[src/rtl/game_pkg.sv]
// Shared types and constants for the game flow controller: FSM states,
// VGA screen-select codes and the USB keycodes the sequencer reacts to.
package game_pkg;

    typedef enum logic [1:0] {
        TITLE      = 2'd0,
        TRANSITION = 2'd1,
        PLAY       = 2'd2,
        GAMEOVER   = 2'd3
    } game_state_t;

    localparam logic [1:0] SCR_START = 2'd0;
    localparam logic [1:0] SCR_PLAY  = 2'd1;
    localparam logic [1:0] SCR_OVER  = 2'd2;

    localparam logic [7:0] KEYC_ENTER = 8'h28;
    localparam logic [7:0] KEYC_1     = 8'h1E;
    localparam logic [7:0] KEYC_2     = 8'h1F;

    // The start screen stays up through the slide-out transition.
    function automatic logic [1:0] screenFor(input game_state_t state);
        case (state)
            PLAY:     screenFor = SCR_PLAY;
            GAMEOVER: screenFor = SCR_OVER;
            default:  screenFor = SCR_START;
        endcase
    endfunction

endpackage

[src/rtl/key_edge_detect.sv]
// Registers the previous keycode and raises a press pulse for each watched
// key only on the cycle its code first appears, so held keys fire once.
module key_edge_detect import game_pkg::*; #(
    parameter logic [7:0] KEY_ENTER = KEYC_ENTER,
    parameter logic [7:0] KEY_1     = KEYC_1,
    parameter logic [7:0] KEY_2     = KEYC_2
) (
    input  logic       i_clk,
    input  logic       i_rstN,
    input  logic [7:0] i_keycode,
    output logic       o_pressEnter,
    output logic       o_press1,
    output logic       o_press2
);

    logic [7:0] r_keyQ;

    always_ff @(posedge i_clk or negedge i_rstN) begin
        if (!i_rstN) begin
            r_keyQ <= 8'h00;
        end else begin
            r_keyQ <= i_keycode;
        end
    end

    assign o_pressEnter = (i_keycode == KEY_ENTER) && (r_keyQ != KEY_ENTER);
    assign o_press1     = (i_keycode == KEY_1)     && (r_keyQ != KEY_1);
    assign o_press2     = (i_keycode == KEY_2)     && (r_keyQ != KEY_2);

endmodule

[src/rtl/game_flow_controller.sv]
// Top-level game sequencer: title screen, slide-out transition, timed play
// round and game-over hold, with all outputs registered from the next state.
module game_flow_controller import game_pkg::*; #(
    parameter int         FRAMES_PER_SEC = 60,
    parameter logic [7:0] ROUND_SECONDS  = 8'd60,
    parameter int         GAMEOVER_HOLD  = 180,
    parameter int         TRANS_TIMEOUT  = 255,
    parameter logic [7:0] KEY_ENTER      = KEYC_ENTER,
    parameter logic [7:0] KEY_1          = KEYC_1,
    parameter logic [7:0] KEY_2          = KEYC_2
) (
    input  logic       Clk,
    input  logic       Reset_n,
    input  logic       frame_vs,
    input  logic [7:0] keycode,
    input  logic       transition_done,
    input  logic       crash,
    output logic       FrameTick,
    output logic       StartGame,
    output logic       StartTransition,
    output logic       PlayActive,
    output logic       GameOver,
    output logic       GameOverCause,
    output logic       NumPlayers,
    output logic [7:0] TimeLeft,
    output logic [1:0] ScreenSel
);

    localparam int FRAME_MAX = (TRANS_TIMEOUT > GAMEOVER_HOLD) ? TRANS_TIMEOUT : GAMEOVER_HOLD;
    localparam int FW        = $clog2(FRAME_MAX + 1);
    localparam int SW        = $clog2(FRAMES_PER_SEC);

    game_state_t r_state, w_nextState;
    logic          r_vsQ, r_frameTick;
    logic [FW-1:0] r_frameCnt, w_nextFrameCnt;
    logic [SW-1:0] r_secCnt, w_nextSecCnt;
    logic [7:0]    r_timeLeft, w_nextTimeLeft;
    logic          r_numPlayers, w_nextNumPlayers;
    logic          r_cause, w_nextCause;
    logic          r_startGame, r_startTransition, r_playActive, r_gameOver;
    logic [1:0]    r_screenSel;
    logic          w_pressEnter, w_press1, w_press2;

    key_edge_detect #(
        .KEY_ENTER (KEY_ENTER),
        .KEY_1     (KEY_1),
        .KEY_2     (KEY_2)
    ) u_keyEdge (
        .i_clk        (Clk),
        .i_rstN       (Reset_n),
        .i_keycode    (keycode),
        .o_pressEnter (w_pressEnter),
        .o_press1     (w_press1),
        .o_press2     (w_press2)
    );

    always_ff @(posedge Clk or negedge Reset_n) begin
        if (!Reset_n) begin
            r_state <= TITLE;
        end else begin
            r_state <= w_nextState;
        end
    end

    always_comb begin
        w_nextState      = r_state;
        w_nextFrameCnt   = r_frameCnt;
        w_nextSecCnt     = r_secCnt;
        w_nextTimeLeft   = r_timeLeft;
        w_nextNumPlayers = r_numPlayers;
        w_nextCause      = r_cause;
        case (r_state)
            TITLE: begin
                if (w_press1) begin
                    w_nextNumPlayers = 1'b0;
                end else if (w_press2) begin
                    w_nextNumPlayers = 1'b1;
                end
                if (w_pressEnter) begin
                    w_nextState    = TRANSITION;
                    w_nextFrameCnt = '0;
                end
            end
            TRANSITION: begin
                if (r_frameTick) begin
                    w_nextFrameCnt = r_frameCnt + 1'b1;
                end
                if (transition_done ||
                    (r_frameTick && (r_frameCnt == FW'(TRANS_TIMEOUT - 1)))) begin
                    w_nextState    = PLAY;
                    w_nextTimeLeft = ROUND_SECONDS;
                    w_nextSecCnt   = '0;
                end
            end
            PLAY: begin
                // A crash freezes TimeLeft and wins over a simultaneous expiry.
                if (crash) begin
                    w_nextState    = GAMEOVER;
                    w_nextCause    = 1'b1;
                    w_nextFrameCnt = '0;
                end else if (r_frameTick) begin
                    if (r_secCnt == SW'(FRAMES_PER_SEC - 1)) begin
                        w_nextSecCnt = '0;
                        if (r_timeLeft != 8'd0) begin
                            w_nextTimeLeft = r_timeLeft - 8'd1;
                        end
                        if (r_timeLeft <= 8'd1) begin
                            w_nextState    = GAMEOVER;
                            w_nextCause    = 1'b0;
                            w_nextFrameCnt = '0;
                        end
                    end else begin
                        w_nextSecCnt = r_secCnt + 1'b1;
                    end
                end
            end
            GAMEOVER: begin
                if (r_frameTick) begin
                    w_nextFrameCnt = r_frameCnt + 1'b1;
                    if (r_frameCnt == FW'(GAMEOVER_HOLD - 1)) begin
                        w_nextState    = TITLE;
                        w_nextTimeLeft = 8'd0;
                        w_nextCause    = 1'b0;
                    end
                end
            end
            default: begin
                w_nextState = TITLE;
            end
        endcase
    end

    always_ff @(posedge Clk or negedge Reset_n) begin
        if (!Reset_n) begin
            r_vsQ             <= 1'b0;
            r_frameTick       <= 1'b0;
            r_frameCnt        <= '0;
            r_secCnt          <= '0;
            r_timeLeft        <= 8'd0;
            r_numPlayers      <= 1'b0;
            r_cause           <= 1'b0;
            r_startGame       <= 1'b0;
            r_startTransition <= 1'b0;
            r_playActive      <= 1'b0;
            r_gameOver        <= 1'b0;
            r_screenSel       <= SCR_START;
        end else begin
            r_vsQ             <= frame_vs;
            r_frameTick       <= frame_vs & ~r_vsQ;
            r_frameCnt        <= w_nextFrameCnt;
            r_secCnt          <= w_nextSecCnt;
            r_timeLeft        <= w_nextTimeLeft;
            r_numPlayers      <= w_nextNumPlayers;
            r_cause           <= w_nextCause;
            r_startGame       <= (w_nextState == TRANSITION) || (w_nextState == PLAY);
            r_startTransition <= (w_nextState == TRANSITION);
            r_playActive      <= (w_nextState == PLAY);
            r_gameOver        <= (w_nextState == GAMEOVER);
            r_screenSel       <= screenFor(w_nextState);
        end
    end

    assign FrameTick       = r_frameTick;
    assign StartGame       = r_startGame;
    assign StartTransition = r_startTransition;
    assign PlayActive      = r_playActive;
    assign GameOver        = r_gameOver;
    assign GameOverCause   = r_cause;
    assign NumPlayers      = r_numPlayers;
    assign TimeLeft        = r_timeLeft;
    assign ScreenSel       = r_screenSel;

endmodule

[config.mk]
export PLATFORM = sky130hd
export DESIGN_NAME = game_flow_controller
export DESIGN_NICKNAME = d
export VERILOG_FILES = /design/src/rtl/game_pkg.sv /design/src/rtl/key_edge_detect.sv /design/src/rtl/game_flow_controller.sv
export SDC_FILE = /design/constraint.sdc
export NUM_CORES = 1
export LEC_CHECK = 0
export CORE_MARGIN = 3
export CORE_UTILIZATION = 48
export DETAILED_ROUTE_END_ITERATION = 16
export PLACE_DENSITY = 0.79
export SYNTH_ARGS = -nofsm -noshare
export SYNTH_HDL_FRONTEND = slang
export SYNTH_HIERARCHICAL = 1
export SYNTH_SLANG_ARGS = --single-unit
[constraint.sdc]
create_clock -name Clk -period 2 [get_ports Clk]
set_input_delay 0.6 -clock Clk [delete_from_list [all_inputs] [get_ports Clk]]
set_output_delay 0.6 -clock Clk [all_outputs]
set_load 0.01 [all_outputs]
* Word-level counts from Yosys, hierarchy flattened
Index checks and enable logic that the tools add are counted.
Storage, ports and cells: input bits 13, word-level logic and storage cells 104, bits in registers 42, output and inout port bits 17
Cells by class: muxes and demuxes 39, magnitude comparators 1, eq/ne operators 27, add/subtract/negate cells 3, bitwise logic cells 2, reduce and logical (&&, ||, !) cells 18
Operator list (number):
- $mux W8 | 13
- $pmux W8 S3 | 2
- $mux W6 | 4
- $eq A8 B5 Y1 const B | 2
- $eq A8 B8 Y1 const B | 2
- $mux W2 | 8
- $ne A8 B5 Y1 const B | 2
- $ne A2 B2 Y1 const B | 7
- $pmux W6 S2 | 1
- $ne A3 B3 Y1 const B | 3
- $add A8 B1 Y8 const B | 1
- $eq A2 B2 Y1 const B | 4
- $eq A8 B6 Y1 const B | 1
- $le A8 B1 Y1 const B | 1
- $mux W1 | 8
- $ne A8 B6 Y1 const B | 1
- $pmux W2 S4 | 1
- $reduce_and A8 Y1 | 1
- $reduce_bool A8 Y1 | 1
- $sub A8 B1 Y8 const B | 1
- $add A6 B1 Y6 const B | 1
- $eq A6 B6 Y1 const B | 1
- $reduce_and A6 Y1 | 1
- $reduce_bool A2 Y1 | 3
- other kinds (14) | 20

* Depth between registers and ports, before layout
Gate-level depths: netlist of run 1.
word-level depth 8, gate-level depth with buffers 8, mapped depth without buffers 8

* Hierarchy
Netlist of run 1, hierarchy kept.
Modules (own cells, without submodules):
- game_flow_controller | area each 1769.2 um2, cells an instance 183, instances 1, sequential area each 800.8 um2
- key_edge_detect | area each 302.8 um2, cells an instance 19, instances 1, sequential area each 200.2 um2

* Worst setup path after synthesis of run 1
No wires, ideal clock.
kind in2reg, start input port keycode[7], end register r_startGame (netlist: StartGame), path buffers 0, slack -0.269 ns, required time 1.887 ns, arrival 2.156 ns, setup time 0.113 ns, stages on the path 7, cells stage by stage or4b_4 > a211oi_1 > o21ai_0 > a31oi_1 > a21oi_1 > ha_1 > inv_1
On the way: longest elaborated chain between the ends 6, elaborated cells between the ends (all ways) 7, classes of those cells eq/ne: 3; mux: 2; reduce/logical: 2
RTL lines:
- from (decl) | RTL line game_flow_controller.sv:15 | input logic [7:0] keycode,
- $eq A8 B6 Y1 (*) | RTL line key_edge_detect.sv:26 | assign o_pressEnter = (i_keycode == KEY_ENTER) && (r_keyQ != KEY_ENTER);
- $logic_and A1 B1 Y1 (*) | RTL line key_edge_detect.sv:26
- net w_pressEnter | RTL line game_flow_controller.sv:42 | logic w_pressEnter, w_press1, w_press2;
- $mux W2 (*) | RTL line game_flow_controller.sv:79 | if (w_pressEnter) begin
- $pmux W2 S4 (*) | RTL line game_flow_controller.sv:72 | case (r_state)
- $eq A2 B1 Y1 / $eq A2 B2 Y1 (equally long branches) | RTL line game_flow_controller.sv:155 | r_startGame <= (w_nextState == TRANSITION) || (w_nextState == PLAY);
- $logic_or A1 B1 Y1 (*) | RTL line game_flow_controller.sv:155
- to (signal assigned) | RTL line game_flow_controller.sv:155
- to (decl) | RTL line game_flow_controller.sv:40 | logic r_startGame, r_startTransition, r_playActive, r_gameOver;
The timed path passes the listed nets; every way through them passes the cells marked *. A chain may end at the register's enable or synchronous reset.

* Worst setup path in the final report of run 1
start input port crash, end register r_secCnt[4]
On the way: longest elaborated chain between the ends 2
RTL lines:
- from (decl) | RTL line game_flow_controller.sv:17 | input logic crash,
- $ne A2 B2 Y1 (no line)
- $reduce_and A4 Y1 (no line)
- to (signal assigned) | RTL line game_flow_controller.sv:151 | r_secCnt <= w_nextSecCnt;
- to (decl) | RTL line game_flow_controller.sv:36 | logic [SW-1:0] r_secCnt, w_nextSecCnt;
No other way between the ends.

==> results_dict.tcl, run 1 <==
set metrics [dict create \
    outcome "completed" \
    cts_root_buf "clkbuf_8" \
    place_hpwl_um 3554 \
    synth-seq-cells 40 \
    layout.area.seq_um2 1002 \
    arrival_ps 2190 \
    h-tree-depth 2 \
    reg2reg_slack_ps 70 \
    clkTransAtPathRegs_ps 80 \
    routed_wl_um 4800 \
    powerDensity_nw_per_um2 1215 \
    io_buffers 29 \
    p_int_uw 2080 \
    coreArea_um2 4086 \
    final_cells 312 \
    setup_tns_ps 0 \
    rows 23 \
    hold_class "input port to asynchronous set/reset pin" \
    grt_pass1_vias 1787 \
    switchingPower_uw 1261 \
    fillers 315 \
    grt_max_degree 23 \
    min_period_over_period 0.9839 \
    comb_power_share 0.455 \
    fin_area_um2 2750 \
    drt-met1-wl_um 2103 \
    cts_made_buffers 5 \
    cellLeakagePower_uw 0.001212 \
    pin_count 30 \
    slew_violations 0 \
    worst_pin_slew_ps 448.5 \
    clock_skew_ps 6.483 \
    synthToLayoutAreaGrowth_pct 32.73 \
    setup_viol 0 \
    nNetsFinal 283 \
    synth-async-reset-ratio 1.000 \
    start_util 0.5070 \
    yosys-top-cells-count "dfrtp_1, nor2_1, nand2_1, o21ai_0, nand3_1" \
    switching_share 0.3773 \
    worst_ep_required_time_ps 2230 \
    synthTopCellsByArea "dfrtp_1, ha_1, nor2_1" \
    r2r_end "r_secCnt[4]" \
    postSynthCellCount 202 \
    diodes 0 \
    end_kind "flop" \
    clk_latency_ps 290 \
    power_uw 3341 \
    yosys.area.top_type "dfrtp_1" \
    synthesis.nets 224 \
    fin_hold_ws_ps 247.2 \
    drc 0 \
    grt_pass1_wl_um 8086 \
    p_clk_frac 0.168 \
    vias 1812 \
    syn-cell-area_um2 2072 \
    min_period_ps 1968 \
    dieHeight_um 71.70 \
    multi_input_area_um2 1061 \
    drtAntennaViolNets 0 \
    synth_cell_types 57 \
    clk_path_buf_depth 2 \
    rsz0062_at_grt "yes" \
    ir_worst_vdd_mv 0.6195 \
    dr.max_layer_used "met4" \
    yosys_warnings 6 \
    via_per_inst 5.808 \
    synth_enable_flop_cells 0 \
    gp_congestion 0.8924 \
    drive_above_1_share 0.2595 \
    detail_route.first_pass.iterations 4 \
    seq_power_share 0.377 \
    track_usage 0.1983 \
    dp.cells 302 \
    crit_path_start_kind "input port" \
    r2r-start "r_frameCnt[0]" \
    critPathKind "input port to flop" \
    grt_antenna_before_repair 0 \
    route.met2.wl_um 2425 \
    maxClockFrequency_ghz 0.5082 \
    cts_tree "done" \
    cp_max_fo 3 \
    wl_per_cell_um 15.38 \
    seq_area_frac_synth 0.4831 \
    die_area_um2 5141 \
    reg2reg_depth 7 \
    fp.dieW_um 71.70 \
    drt_iter0_markers 116 \
    ys.flop_type "dfrtp_1" \
    synth.avg_cell_area_um2 10.26 \
    cap_violations 0 \
    overflow 0 \
    relSlewSlack 0.7010 \
    wl_met3_um 213 \
    place_area_um2 2605 \
    cts.sinks 40 \
    hold_viol 0 \
    synth_top_cell_area_share 0.4831 \
    yosysMostFrequentCell "dfrtp_1" \
]
==> cells in the final DEF (no fill, tap or decap), types with 3 or more instances in the layout <==
| master | n |
|---|---|
| dfrtp_1 | 39 |
| buf_4 | 27 |
| clkdlybuf4s50_1 | 19 |
| nor2_1 | 18 |
| nand2_1 | 15 |
| o21ai_0 | 12 |
| nand3_1 | 12 |
| inv_1 | 10 |
| ha_1 | 7 |
| clkbuf_8 | 6 |
| a21o_1 | 5 |
| a21oi_1 | 5 |
| nand4_1 | 4 |
| a22o_1 | 4 |
| buf_2 | 4 |
| nor4b_2 | 3 |
| nor3_1 | 3 |
| a211oi_1 | 3 |
| o31ai_1 | 3 |
| buf_6 | 3 |
==> area by class of cell <==
class                   count  area share
flip-flops and latches     40      0.3644
well taps                  50     0.02275
clock buffers               7     0.03139
repair buffers             57      0.1779
multi-input cells         146      0.3858
clock inverters             1    0.002730
inverters                  11     0.01501
==> state kept, by name, indices dropped and copies added (netlist names) <==
name	flops
TimeLeft	8
r_frameCnt	8
u_keyEdge/r_keyQ	8
r_secCnt	6
r_state	2
FrameTick	1
GameOver	1
GameOverCause	1
NumPlayers	1
PlayActive	1
StartGame	1
StartTransition	1
r_vsQ	1
==> power groups by stage <==
stage	Sequential (µW)	Combinational, µW	Clock, µW
after floorplan	1260	780	0
after global placement	1250	1400	0
after detailed placement	1260	1440	0
after CTS	1240	1500	570
after global routing	1290	1680	597
final	1260	1520	560
==> critical path: stages <==
cell and delay (ps):
clkdlybuf4s50_1 460, and2b_4 300, nand2_1 70, a21boi_1 150, or4_1 510, nand3_1 100
==> metal layers <==
| metal | up-vias | global-route usage |
|---|---|---|
| li1 | 861 | - |
| met1 | 897 | 0.2563 |
| met2 | 47 | 0.3347 |
| met3 | 7 | 0.04488 |
| met4 | 0 | 0.05428 |
| met5 | - | 0 |
==> through the flow <==
stage	setup WS, ps	utilization
6_report	32.15	0.6730
5_1_grt	-23.55	0.6730
4_1_cts	6.555	0.6660
3_3_place_gp	-627.7	0.6375
3_5_place_dp	-665.7	0.6375
2_1_floorplan	-156.5	-
==> cell families (layout without fill, tap and decap cells) <==
| group | count (synthesis) | after routing | share of synthesized area |
|---|---|---|---|
| xor+xnor | 4 | 4 | 0.01691 |
| mux | 3 | 3 | 0.01510 |
| compound gates | 51 | 51 | 0.1763 |
| flops | 40 | 40 | 0.4831 |
| buf+inv | 16 | 76 | 0.03623 |
| fa+ha+maj | 9 | 9 | 0.05435 |
| simple gates | 79 | 79 | 0.2180 |
==> how the worst max path moves through the flow <==
| stage | start | endpoint | slack [ps] | cells past startpoint |
|---|---|---|---|---|
| after global routing | keycode[2] | GameOver | -20 | 8 |
| after floorplan | keycode[2] | StartGame | -160 | 7 |
| after CTS | keycode[2] | r_frameCnt[1] | 7 | 6 |
| after global placement | keycode[2] | r_frameCnt[1] | -630 | 6 |
| after detailed placement | keycode[2] | r_frameCnt[1] | -670 | 6 |
| final | crash | r_secCnt[4] | 30 | 6 |
==> timing repair <==
action	CTS	global route
gates cloned	0	0
pin swaps	5	5
setup endpoints to repair	14	10
setup buffers	2	0
hold buffers	0	0
resized for setup	33	14
Note: power is estimated with default switching activity, not from simulation.
==> inputs of run 2 (changes only) <==
--- a/config.mk
+++ b/config.mk
@@ -5,8 +5,9 @@
 export SDC_FILE = /design/constraint.sdc
 export NUM_CORES = 1
 export LEC_CHECK = 0
-export CORE_MARGIN = 3
+export CORE_MARGIN = 10
 export CORE_UTILIZATION = 48
+export CTS_CLUSTER_DIAMETER = 50
 export DETAILED_ROUTE_END_ITERATION = 16
 export PLACE_DENSITY = 0.79
 export SYNTH_ARGS = -nofsm -noshare
==> run 2 against run 1 <==
  * Design area grew 1.3%
  * Die area increased by 43%
  * Largest cell class unchanged
  * Final cell count increased by 0.96%
  * Fmax shrank 0.59%
  * Sequential cell count stayed put
==> results_dict.tcl, run 2 (same netlist as run 1, synthesis figures left out) <==
set metrics [dict create \
    outcome "completed" \
    clk_latency_ps 300 \
    fillers 312 \
    reg2reg_depth 7 \
    place_area_um2 2620 \
    critPathBufInv 2 \
    powerDensity_nw_per_um2 1251 \
    detail_route.first_pass.iterations 4 \
    end_kind "flop" \
    nNetsFinal 286 \
    rows 23 \
    cts_tree "done" \
    grt_max_degree 22 \
    setup_viol 0 \
    setup_slack_ps 20.42 \
    cts_root_buf "clkbuf_8" \
    r2r_end "StartTransition" \
    grt_pass1_vias 1883 \
    clkTransAtPathRegs_ps 80 \
    drtAntennaViolNets 0 \
    hold_class "input port to asynchronous set/reset pin" \
    path_delay_family "compound AO/OA/AOI/OAI gates" \
    cellLeakagePower_uw 0.001225 \
    fp.dieW_um 85.70 \
    routed_wl_um 4859 \
    critPathSlowestCell "or4b_4" \
    diodes 0 \
    worst_ep_required_time_ps 2240 \
    cp_max_fo 3 \
    start_util 0.5070 \
    layout_commonest_cell "dfrtp_1" \
    grt_pass1_wl_um 8397 \
    h-tree-depth 2 \
    grt_antenna_before_repair 0 \
    vias 1785 \
    crit_chain "buf_6, or4b_4, a211oi_4, o21ai_2, a31oi_2, buf_4, a21o_1, ha_2" \
    place_hpwl_um 3609 \
    place_worst_setup_slack_ps -674.0 \
    synthToLayoutAreaGrowth_pct 34.48 \
    slew_violations 0 \
    ir_worst_vdd_mv 0.6751 \
    drc 0 \
    fin_area_um2 2786 \
    track_usage 0.1370 \
    clk_path_buf_depth 2 \
    wl_per_cell_um 15.43 \
    worst_pin_slew_ps 551.4 \
    hold_viol 0 \
    arrival_ps 2220 \
    dieHeight_um 85.70 \
    coreArea_um2 4086 \
    drive_above_1_share 0.2679 \
    slowest_delay_ps 550 \
    r2r-start "u_keyEdge/r_keyQ[1]" \
    min_period_ps 1980 \
    io_buffers 29 \
    rsz0062_at_grt "yes" \
    via_per_inst 5.667 \
    maxClockFrequency_ghz 0.5052 \
    final_cells 315 \
    relSlewSlack 0.6272 \
    overflow 0 \
    crit_path_start_kind "input port" \
    gp_congestion 0.8470 \
    cts_made_buffers 5 \
    crit_path_start "keycode[2]" \
    dp.cells 304 \
    drt_iter0_markers 173 \
    mostFrequentLayoutCells "dfrtp_1, buf_4, clkdlybuf4s50_1" \
    cts.sinks 40 \
    cap_violations 0 \
    clock_skew_ps 9.790 \
    reg2reg_slack_ps 90 \
    die_area_um2 7344 \
    min_period_over_period 0.9898 \
    critPathKind "input port to flop" \
    pin_count 30 \
]
-- run 2: metal layers --
layer / part of all wire / track usage / up-vias
met4: 0.0099 / 0.03144 / 0
li1: - / - / 871
met1: 0.41 / 0.1533 / 847
met2: 0.51 / 0.2459 / 61
met3: 0.072 / 0.04352 / 6
met5: 0 / 0 / -
-- run 2: power by group --
| group | switching [µW] | internal, µW |
|---|---|---|
| combinational | 738 | 785 |
| clock | 274 | 440 |
| sequential | 229 | 1020 |
-- run 2: final cells by class --
cell class                 count  area (µm²)  share of cell area
sequential                    40        1003              0.3601
clock buffer                   7       96.34             0.03458
timing repair buffer          60       508.0              0.1823
multi-input combinational    146        1045              0.3749
tap                           50       62.56             0.02245
clock inverter                 1       30.03             0.01078
inverter                      11       41.29             0.01482
-- run 2: what timing repair did --
item,4_1_cts,5_1_grt
pin swaps,5,4
endpoints found under the setup margin,13,18
hold buffers,0,0
hold endpoints to repair,0,0
cloned,0,0
resized for setup,27,14
buffers inserted,1,2
-- run 2: worst max-delay path by stage --
stage                            to  slack (ps)  cells after the start
finish                     GameOver          20                      8
global route        StartTransition         -70                      7
CTS                   r_frameCnt[1]           2                      6
detailed placement    r_frameCnt[1]        -670                      6
global placement      r_frameCnt[1]        -630                      6
floorplan                 StartGame        -160                      7
-- run 2: per-stage QoR --
stage	utilization	TNS, ps	hold WS, ps	total power (µW)
finish	0.6819	0	262.9	3487
global route	0.6819	-205.2	302.3	3735
CTS	0.6736	0	267.2	3472
detailed placement	0.6412	-8401	395.1	2713
global placement	0.6412	-7863	392.0	2677
floorplan	-	-406.0	304.4	2044
==> inputs of run 3 (changes only) <==
--- a/config.mk
+++ b/config.mk
@@ -5,11 +5,13 @@
 export SDC_FILE = /design/constraint.sdc
 export NUM_CORES = 1
 export LEC_CHECK = 0
+export ABC_AREA = 1
+export CORE_ASPECT_RATIO = 0.9
 export CORE_MARGIN = 10
-export CORE_UTILIZATION = 48
+export CORE_UTILIZATION = 51
 export CTS_CLUSTER_DIAMETER = 50
 export DETAILED_ROUTE_END_ITERATION = 16
-export PLACE_DENSITY = 0.79
+export PLACE_DENSITY = 0.8
 export SYNTH_ARGS = -nofsm -noshare
 export SYNTH_HDL_FRONTEND = slang
 export SYNTH_HIERARCHICAL = 1
==> run 3 against run 2 <==
  * Routed wire length increased by 17%
  * Clock skew decreased by 4.8 ps
  * Non-clock buffer count decreased by 22
  * Worst setup slack improved by 65 ps
  * Sequential share of layout area decreased by 4.0 points
  * First-iteration DRC count decreased by 8.7%
  * Area after synthesis increased by 27%
  * Synthesized cell count increased by 80%
  * Sequential power about the same
  * Combinational power increased by 38%
  * Via count increased by 28%
  * Sequential cell count unchanged
  * Critical path type is now flop to output port
==> results_dict.tcl, run 3 <==
set metrics [dict create \
    clk_path_buf_depth 2 \
    clock_skew_ps 4.978 \
    mostFrequentLayoutCells "nand2_1, inv_1, nor2_1" \
    synth_top_cell_area_share 0.3813 \
    grt_pass1_vias 2223 \
    overflow 0 \
    setup_slack_ps 85.69 \
    comb_power_share 0.522 \
    end_kind "output port" \
    slowest_delay_ps 570 \
    ir_worst_vdd_mv 0.9060 \
    fillers 452 \
    diodes 0 \
    synthTopCellsByArea "dfrtp_1, nand2_1, inv_1" \
    reg2reg_depth 11 \
    outcome "completed" \
    critPathBufInv 1 \
    drtAntennaViolNets 0 \
    crit_chain "clkdlybuf4s50_1" \
    clkTransAtPathRegs_ps 80 \
    crit_path_start "TimeLeft[3]" \
    worst_ep_required_time_ps 1400 \
    cp.depth 1 \
    synth-seq-cells 40 \
    min_period_ps 1914 \
    syn-cell-area_um2 2625 \
    cp_max_fo 6 \
    critPathSlowestCell "clkdlybuf4s50_1" \
    r2r-start "r_frameCnt[1]" \
    setup_viol 0 \
    pin_count 30 \
    slew_violations 0 \
    hold_viol 0 \
    hold_class "input port to asynchronous set/reset pin" \
    fp.dieW_um 95.63 \
    cts_root_buf "clkbuf_8" \
    seq_power_share 0.310 \
    synthToLayoutAreaGrowth_pct 19.54 \
    start_util 0.5330 \
    min_period_over_period 0.9572 \
    h-tree-depth 2 \
    yosysMostFrequentCell "nand2_1" \
    p_int_uw 2184 \
    clk_latency_ps 300 \
    grt_antenna_before_repair 0 \
    vias 2285 \
    detail_route.first_pass.iterations 4 \
    switching_share 0.4584 \
    place_hpwl_um 4151 \
    grt_max_degree 23 \
    maxClockFrequency_ghz 0.5224 \
    yosys_warnings 6 \
    p_clk_frac 0.168 \
    drc 0 \
    grt_pass1_wl_um 9818 \
    cellLeakagePower_uw 0.001577 \
    path_delay_family "buffers and inverters" \
    via_per_inst 4.882 \
    ys.flop_type "dfrtp_1" \
    critPathKind "flop to output port" \
    drive_above_1_share 0.1886 \
    cts_tree "done" \
    reg2reg_slack_ps 140 \
    synth.avg_cell_area_um2 7.231 \
    yosys.area.top_type "dfrtp_1" \
    wl_per_cell_um 12.19 \
    r2r_end "StartGame" \
    coreArea_um2 4925 \
    synth_enable_flop_cells 0 \
    cap_violations 0 \
    fin_hold_ws_ps 234.3 \
    synthesis.nets 385 \
    critPathCapture "TimeLeft[3]" \
    place_worst_setup_slack_ps -223.0 \
    worst_pin_slew_ps 519.2 \
    switchingPower_uw 1848 \
    io_buffers 29 \
    arrival_ps 1310 \
    synth-async-reset-ratio 1.000 \
    synth_cell_types 31 \
    gp_congestion 0.8710 \
    setup_tns_ps 0 \
    rsz0062_at_grt "no" \
    cts.sinks 40 \
    crit_path_start_kind "flop" \
    track_usage 0.1439 \
    postSynthCellCount 363 \
    ctsHoldBuffers 0 \
    dieHeight_um 88.06 \
    power_uw 4032 \
    powerDensity_nw_per_um2 1285 \
    relSlewSlack 0.6538 \
    drt_iter0_markers 158 \
    yosys-top-cells-count "nand2_1, inv_1, nor2_1, dfrtp_1, nand3_1" \
    routed_wl_um 5705 \
    seq_area_frac_synth 0.3813 \
    nNetsFinal 424 \
    rows 24 \
    cts_made_buffers 5 \
    layout_commonest_cell "nand2_1" \
    die_area_um2 8421 \
]
[run 3: cell types whose count changed in the layout (fill, tap and decap cells not counted), moves of 6 or more]
cell,delta
buf_4,-22
clkdlybuf4s50_1,+8
inv_1,+34
nand2_1,+106
nand2_2,+11
nand2_4,+7
nand3_1,+11
nor2_1,+25
nor2_2,+9
o21ai_0,-8
o21ai_2,+6
[run 3: per-stage QoR]
stage	cells	util	area (µm²)
2_1_floorplan	363	-	2625
3_3_place_gp	457	0.6082	2995
3_5_place_dp	457	0.6082	2995
4_1_cts	465	0.6308	3107
5_1_grt	468	0.6372	3138
6_report	468	0.6372	3138
[run 3: power groups by stage]
stage / Clock, µW / Combinational [µW] / Sequential [µW]
after floorplan: 0 / 1490 / 1220
after global placement: 0 / 1960 / 1250
after detailed placement: 0 / 2020 / 1260
after CTS: 689 / 2050 / 1250
after global routing: 718 / 2390 / 1270
final: 679 / 2100 / 1250
[run 3: area by class of cell]
class / count / area (µm²) / share of cell area
clock inverters: 3 / 42.54 / 0.01356
clock buffers: 5 / 68.82 / 0.02193
repair buffers: 38 / 365.4 / 0.1164
flip-flops and latches: 40 / 1003 / 0.3198
inverters: 52 / 198.9 / 0.06340
multi-input cells: 265 / 1378 / 0.4390
well taps: 65 / 81.33 / 0.02592
[run 3: how the worst min path moves through the flow]
| stage | end | startpoint | slack (ps) | cells after the start |
|---|---|---|---|---|
| 2_1_floorplan | FrameTick | Reset_n | 300 | 0 |
| 3_3_place_gp | FrameTick | r_vsQ | 380 | 1 |
| 3_5_place_dp | FrameTick | r_vsQ | 390 | 1 |
| 4_1_cts | u_keyEdge/r_keyQ[0] | Reset_n | 250 | 1 |
| 5_1_grt | u_keyEdge/r_keyQ[0] | Reset_n | 270 | 1 |
| 6_report | r_frameCnt[4] | Reset_n | 230 | 1 |
[run 3: cell families (layout without fill, tap and decap cells)]
| family | count (synthesis) | count (layout) | share of synthesized area |
|---|---|---|---|
| AOI/OAI and AO/OA | 21 | 21 | 0.05624 |
| adders and majority gates | 9 | 9 | 0.04290 |
| and+or+nand+nor | 232 | 233 | 0.4137 |
| xor gates and xnor gates | 2 | 2 | 0.006674 |
| buffers and inverters | 59 | 98 | 0.09914 |
| DFF | 40 | 40 | 0.3813 |
[run 3: routing by layer]
metal,up-vias,track usage,share of wire
met1,1030,0.1749,0.45
met5,-,0,0
li1,1187,-,-
met3,9,0.03935,0.065
met2,59,0.2374,0.47
met4,0,0.05355,0.016
[run 3: repair_timing]
action / 4_1_cts / 5_1_grt
endpoints found under the setup margin: 0 / 11
buffers inserted: 0 / 2
resized for setup: 0 / 4
==> variant 1 (settings of run 2) <==
Add an input register stage for `keycode`; this delays it by one clock. The other inputs are not delayed to match.
--- a/src/rtl/game_flow_controller.sv
+++ b/src/rtl/game_flow_controller.sv
@@ -30,6 +30,12 @@
     localparam int FW        = $clog2(FRAME_MAX + 1);
     localparam int SW        = $clog2(FRAMES_PER_SEC);
 
+    logic [7:0] keycode_q;
+
+    always_ff @(posedge Clk) begin
+        keycode_q <= keycode;
+    end
+
     game_state_t r_state, w_nextState;
     logic          r_vsQ, r_frameTick;
     logic [FW-1:0] r_frameCnt, w_nextFrameCnt;
@@ -48,7 +54,7 @@
     ) u_keyEdge (
         .i_clk        (Clk),
         .i_rstN       (Reset_n),
-        .i_keycode    (keycode),
+        .i_keycode    (keycode_q),
         .o_pressEnter (w_pressEnter),
         .o_press1     (w_press1),
         .o_press2     (w_press2)
Formal check against the unedited RTL: not equivalent (a bounded check fails within 4 cycles, from zero or initial values and one cycle with Reset_n low).
==> variant 1 against run 2 <==
The flow now finishes with violations (setup timing). Setup slack worse by 0.039 ns. Sequential cell count grew 8. Die area up 6.7%. Wire length grew 7.1%. Power rose by 4.8%. Final area increased by 7.9%. Area after synthesis rose by 8.8%.
==> variant 1: results <==
[synthesis]
syn_inst = 215
synth_nets = 237
seq_area_frac_synth = 0.515
synth_common_cells = "dfrtp_1 (40), nand2_1 (18), o21ai_0 (17)"
synth.distinct_cells = 54
asyncSetResetFlopFracSynth = 0.833
yosys_warnings = 6
synth_top_cells_by_area = "dfrtp_1 (44%), dfxtp_1 (7.1%), ha_1 (5.0%), o21ai_0 (3.8%), nand2_1 (3.0%)"

[sta]
relSlewSlack = 0.643
finalSetupViolations = 1
skew_ns = 0.00808
setup_ws_ns = -0.0182
setup_tns_ns = -0.0182

[cts]
insertion_delay_ns = 0.31
cts_tree = "done"
clockBufferDepth = 2
clkTransAtPathRegs_ns = 0.10
cts_root_buf = "clkbuf_8"
cts_buffers = 5

[global_routing]
grtUsageTotal = 0.140
grt_first_pass_wirelength_um = 8740
grt_pass1_vias = 1995
antenna_found_initial = 0
grt_start_max_net_pins = 41

[finish]
drive_above_1_share = 0.218
multiInputGateArea_um2 = 1070
buf_share = 0.183
clkCellAreaFrac = 0.0424
seqCellArea_um2 = 1160
multi_input_cells = 152
fin_area_um2 = 3010
inverters = 8
design.seq.count = 48
nNonClkBuffers = 64
fillers = 333
nClkBuffers = 7
nets = 301

[placed_design]
placed_area_um2 = 2780
place_worst_setup_slack_ns = -0.292
portBuffers = 29
dp.cells = 319
dp_hpwl_um = 3810
gp_congestion = 0.874

[critical_path]
arrival_ns = 2.25
cp_slowest_cell = "or4b_4"
r2r_cells = 5
crit_family = "simple AND/OR/NAND/NOR gates"
path_max_fanout = 5
cpPeakStageDelay_ns = 0.56

[route]
drt_wl_total_um = 5200
viasPerCell = 5.73
num_vias = 1904
first_iter_violations = 157
drtPass1Iterations = 4

[worst_hold_path]
min_path_type = "in2async"

[die]
std_cell_rows = 24

[power_and_ir_drop]
vdd_drop_max_v = 0.000766
p_leak_nw = 1.33

[outcome]
violations = "setup timing"
status = "complete, but fails checks"
## variant 1: changes by cell type after synthesis, sizes merged, moves of 4 or more
cell / run 2 / this run
dfxtp: 0 / 8
nand3: 12 / 7
a21o: 7 / 3
nor2: 19 / 14
nor3: 3 / 7
## variant 1: per-layer routing
layer / global-route usage / part of all wire / vias to the layer above
met5: 0 / 0 / -
met4: 0.0720 / 0.024 / 0
met1: 0.158 / 0.43 / 907
li1: - / - / 922
met2: 0.230 / 0.48 / 63
met3: 0.0487 / 0.066 / 12
## variant 1: timing repair
action,in CTS,in global routing
endpoints found under the setup margin,10,20
endpoints found under the hold margin,0,0
pin swaps,0,10
gates resized for setup,2,13
buffers inserted,4,1
## variant 1: path summary, 6_finish.rpt
path / start / endpoint / slack [ns]
max in group asynchronous: Reset_n / FrameTick$_DFF_PN0_ / 1.29
worst min-delay path: Reset_n / TimeLeft[3]$_DFFE_PN0P_ / 0.33
worst max-delay path: r_frameCnt[6]$_DFFE_PN0P_ / TimeLeft[0]$_DFFE_PN0P_ / -0.02
worst max register to register: r_frameCnt[6]$_DFFE_PN0P_ / TimeLeft[0]$_DFFE_PN0P_ / -0.02
worst min register to register: keycode_q[5]$_DFF_P_ / u_keyEdge/r_keyQ[5]$_DFF_PN0_ / 0.36
min in group Clk: keycode_q[5]$_DFF_P_ / u_keyEdge/r_keyQ[5]$_DFF_PN0_ / 0.36
## variant 1: power by group
group	internal [mW]	switching (mW)
combinational	0.781	0.762
sequential	1.17	0.199
clock	0.403	0.341
## variant 1: kinds of logic after synthesis
group,count (synthesis),synth area share
AOI/OAI and AO/OA,54,0.168
DFF,48,0.515
adders and majority gates,9,0.0500
buffers and inverters,15,0.0333
xor gates and xnor gates,4,0.0155
and+or+nand+nor,83,0.208
muxes,2,0.00944
==> variant 2 (config.mk and constraints of run 2) <==
Without the edit above. `FRAMES_PER_SEC`: 60 -> 90.
--- a/src/rtl/game_flow_controller.sv
+++ b/src/rtl/game_flow_controller.sv
@@ -1,7 +1,7 @@
 // Top-level game sequencer: title screen, slide-out transition, timed play
 // round and game-over hold, with all outputs registered from the next state.
 module game_flow_controller import game_pkg::*; #(
-    parameter int         FRAMES_PER_SEC = 60,
+    parameter int         FRAMES_PER_SEC = 90,
     parameter logic [7:0] ROUND_SECONDS  = 8'd60,
     parameter int         GAMEOVER_HOLD  = 180,
     parameter int         TRANS_TIMEOUT  = 255,
Function: same outputs for any inputs over 10 cycles, from zero or initial values and one cycle with Reset_n low; that may be too few to reach the edited logic, so the function may still have changed.
==> variant 2 against run 2 <==
Area after synthesis increased by 9.1%. Power shrank 1.8%. Non-clock buffer count up 3. Sequential cell count increased by 1. Wire length is 13% higher. Final area rose by 7.0%. Final cell count rose by 5.1%. Setup slack worse by 0.016 ns.
==> variant 2: results <==
[outcome]
status = "complete, no violations"

[global_routing]
grtUsageTotal = 0.149
antenna_found_initial = 0
grt_first_pass_wirelength_um = 9380
grt_pass1_vias = 1960
met2_usage = 0.243
met1_usage = 0.186
met3_usage = 0.0423
grt_start_max_net_pins = 42

[synthesis]
synth_nets = 238
synth_top_cells_by_area = "dfrtp_1 (45%), ha_1 (5.5%), a21oi_1 (2.9%), nand2_1 (2.0%), nor2_1 (2.0%)"
synth.avg_cell_area_um2 = 10.5
seq_area_frac_synth = 0.454
asyncSetResetFlopFracSynth = 1.00
synth.distinct_cells = 58
synth_common_cells = "dfrtp_1 (41), a21oi_1 (13), nand2_1 (12), nor2_1 (12), inv_1 (11)"

[placed_design]
portBuffers = 29
dp.cells = 320
dp_hpwl_um = 4010
place_worst_setup_slack_ns = -0.766
placed_area_um2 = 2810
gp_congestion = 0.846

[cts]
cts_buffers = 5
insertion_delay_ns = 0.30
cts_max_level = 2
cts_root_buf = "clkbuf_8"

[power_and_ir_drop]
seq-power_mw = 1.28
swShare = 0.375
vdd_drop_max_v = 0.000661
power_switching_mw = 1.28
p_leak_nw = 1.34
p_comb_mw = 1.49

[route]
met3_length_um = 286
drtPass1Iterations = 4
routed.top_layer = "met4"
met2WireLength_um = 2690
viasPerCell = 5.91
wirelength_met1_um = 2450
routedWlPerCell_um = 16.6
first_iter_violations = 153

[finish]
nets = 302
fillers = 341
post-route-util = 0.671
diodes = 0
drive_above_1_share = 0.262
fin_cells = 331

[critical_path]
cp_slowest_cell = "or4b_4"
path_max_fanout = 2
arrival_ns = 2.19

[sta]
worstMarginPinSlew_ns = 0.514
skew_ns = 0.00847

[worst_hold_path]
min_path_type = "in2async"
[variant 2: cell type report]
type / instances / share of cell area
clock inverter: 2 / 0.0117
timing repair buffer: 63 / 0.179
tap: 52 / 0.0218
inverter: 12 / 0.0151
sequential: 41 / 0.344
clock buffer: 5 / 0.0231
multi-input combinational: 156 / 0.405
[variant 2: logic make-up after synthesis]
kind of cell | Yosys count | synth area share
flops | 41 | 0.454
simple gates | 74 | 0.199
buf+inv | 18 | 0.0338
compound gates | 62 | 0.216
mux | 3 | 0.0144
xor+xnor | 7 | 0.0271
fa+ha+maj | 10 | 0.0553
[variant 2: path summary, 6_finish.rpt]
| path | to | startpoint | depth (start not counted) | slack, ns |
|---|---|---|---|---|
| worst min register to register | FrameTick$_DFF_PN0_ | r_vsQ$_DFF_PN0_ | 1 | 0.39 |
| worst max register to register | StartGame$_DFF_PN0_ | r_frameCnt[0]$_DFFE_PN0P_ | 8 | 0.05 |
| min in group Clk | FrameTick$_DFF_PN0_ | r_vsQ$_DFF_PN0_ | 1 | 0.39 |
| max in group asynchronous | r_frameCnt[4]$_DFFE_PN0P_ | Reset_n | 2 | 1.28 |
| worst min-delay path | TimeLeft[1]$_DFFE_PN0P_ | Reset_n | 2 | 0.36 |
| worst max-delay path | StartGame$_DFF_PN0_ | keycode[2] | 8 | 0.004 |
[variant 2: critical path: cells and delay by family]
| family | cells | cell delay (ns) |
|---|---|---|
| buffers and inverters | 2 | 0.12 |
| AND/OR/NAND/NOR | 2 | 0.60 |
| adder cells (fa/ha/maj) | 1 | 0.28 |
| AO/OA/AOI/OAI | 3 | 0.58 |
[variant 2: what timing repair did]
| action | 4_1_cts | 5_1_grt |
|---|---|---|
| gates resized for setup | 31 | 19 |
| setup endpoints to repair | 13 | 26 |
| buffers inserted | 5 | 1 |
| pin swaps | 8 | 9 |
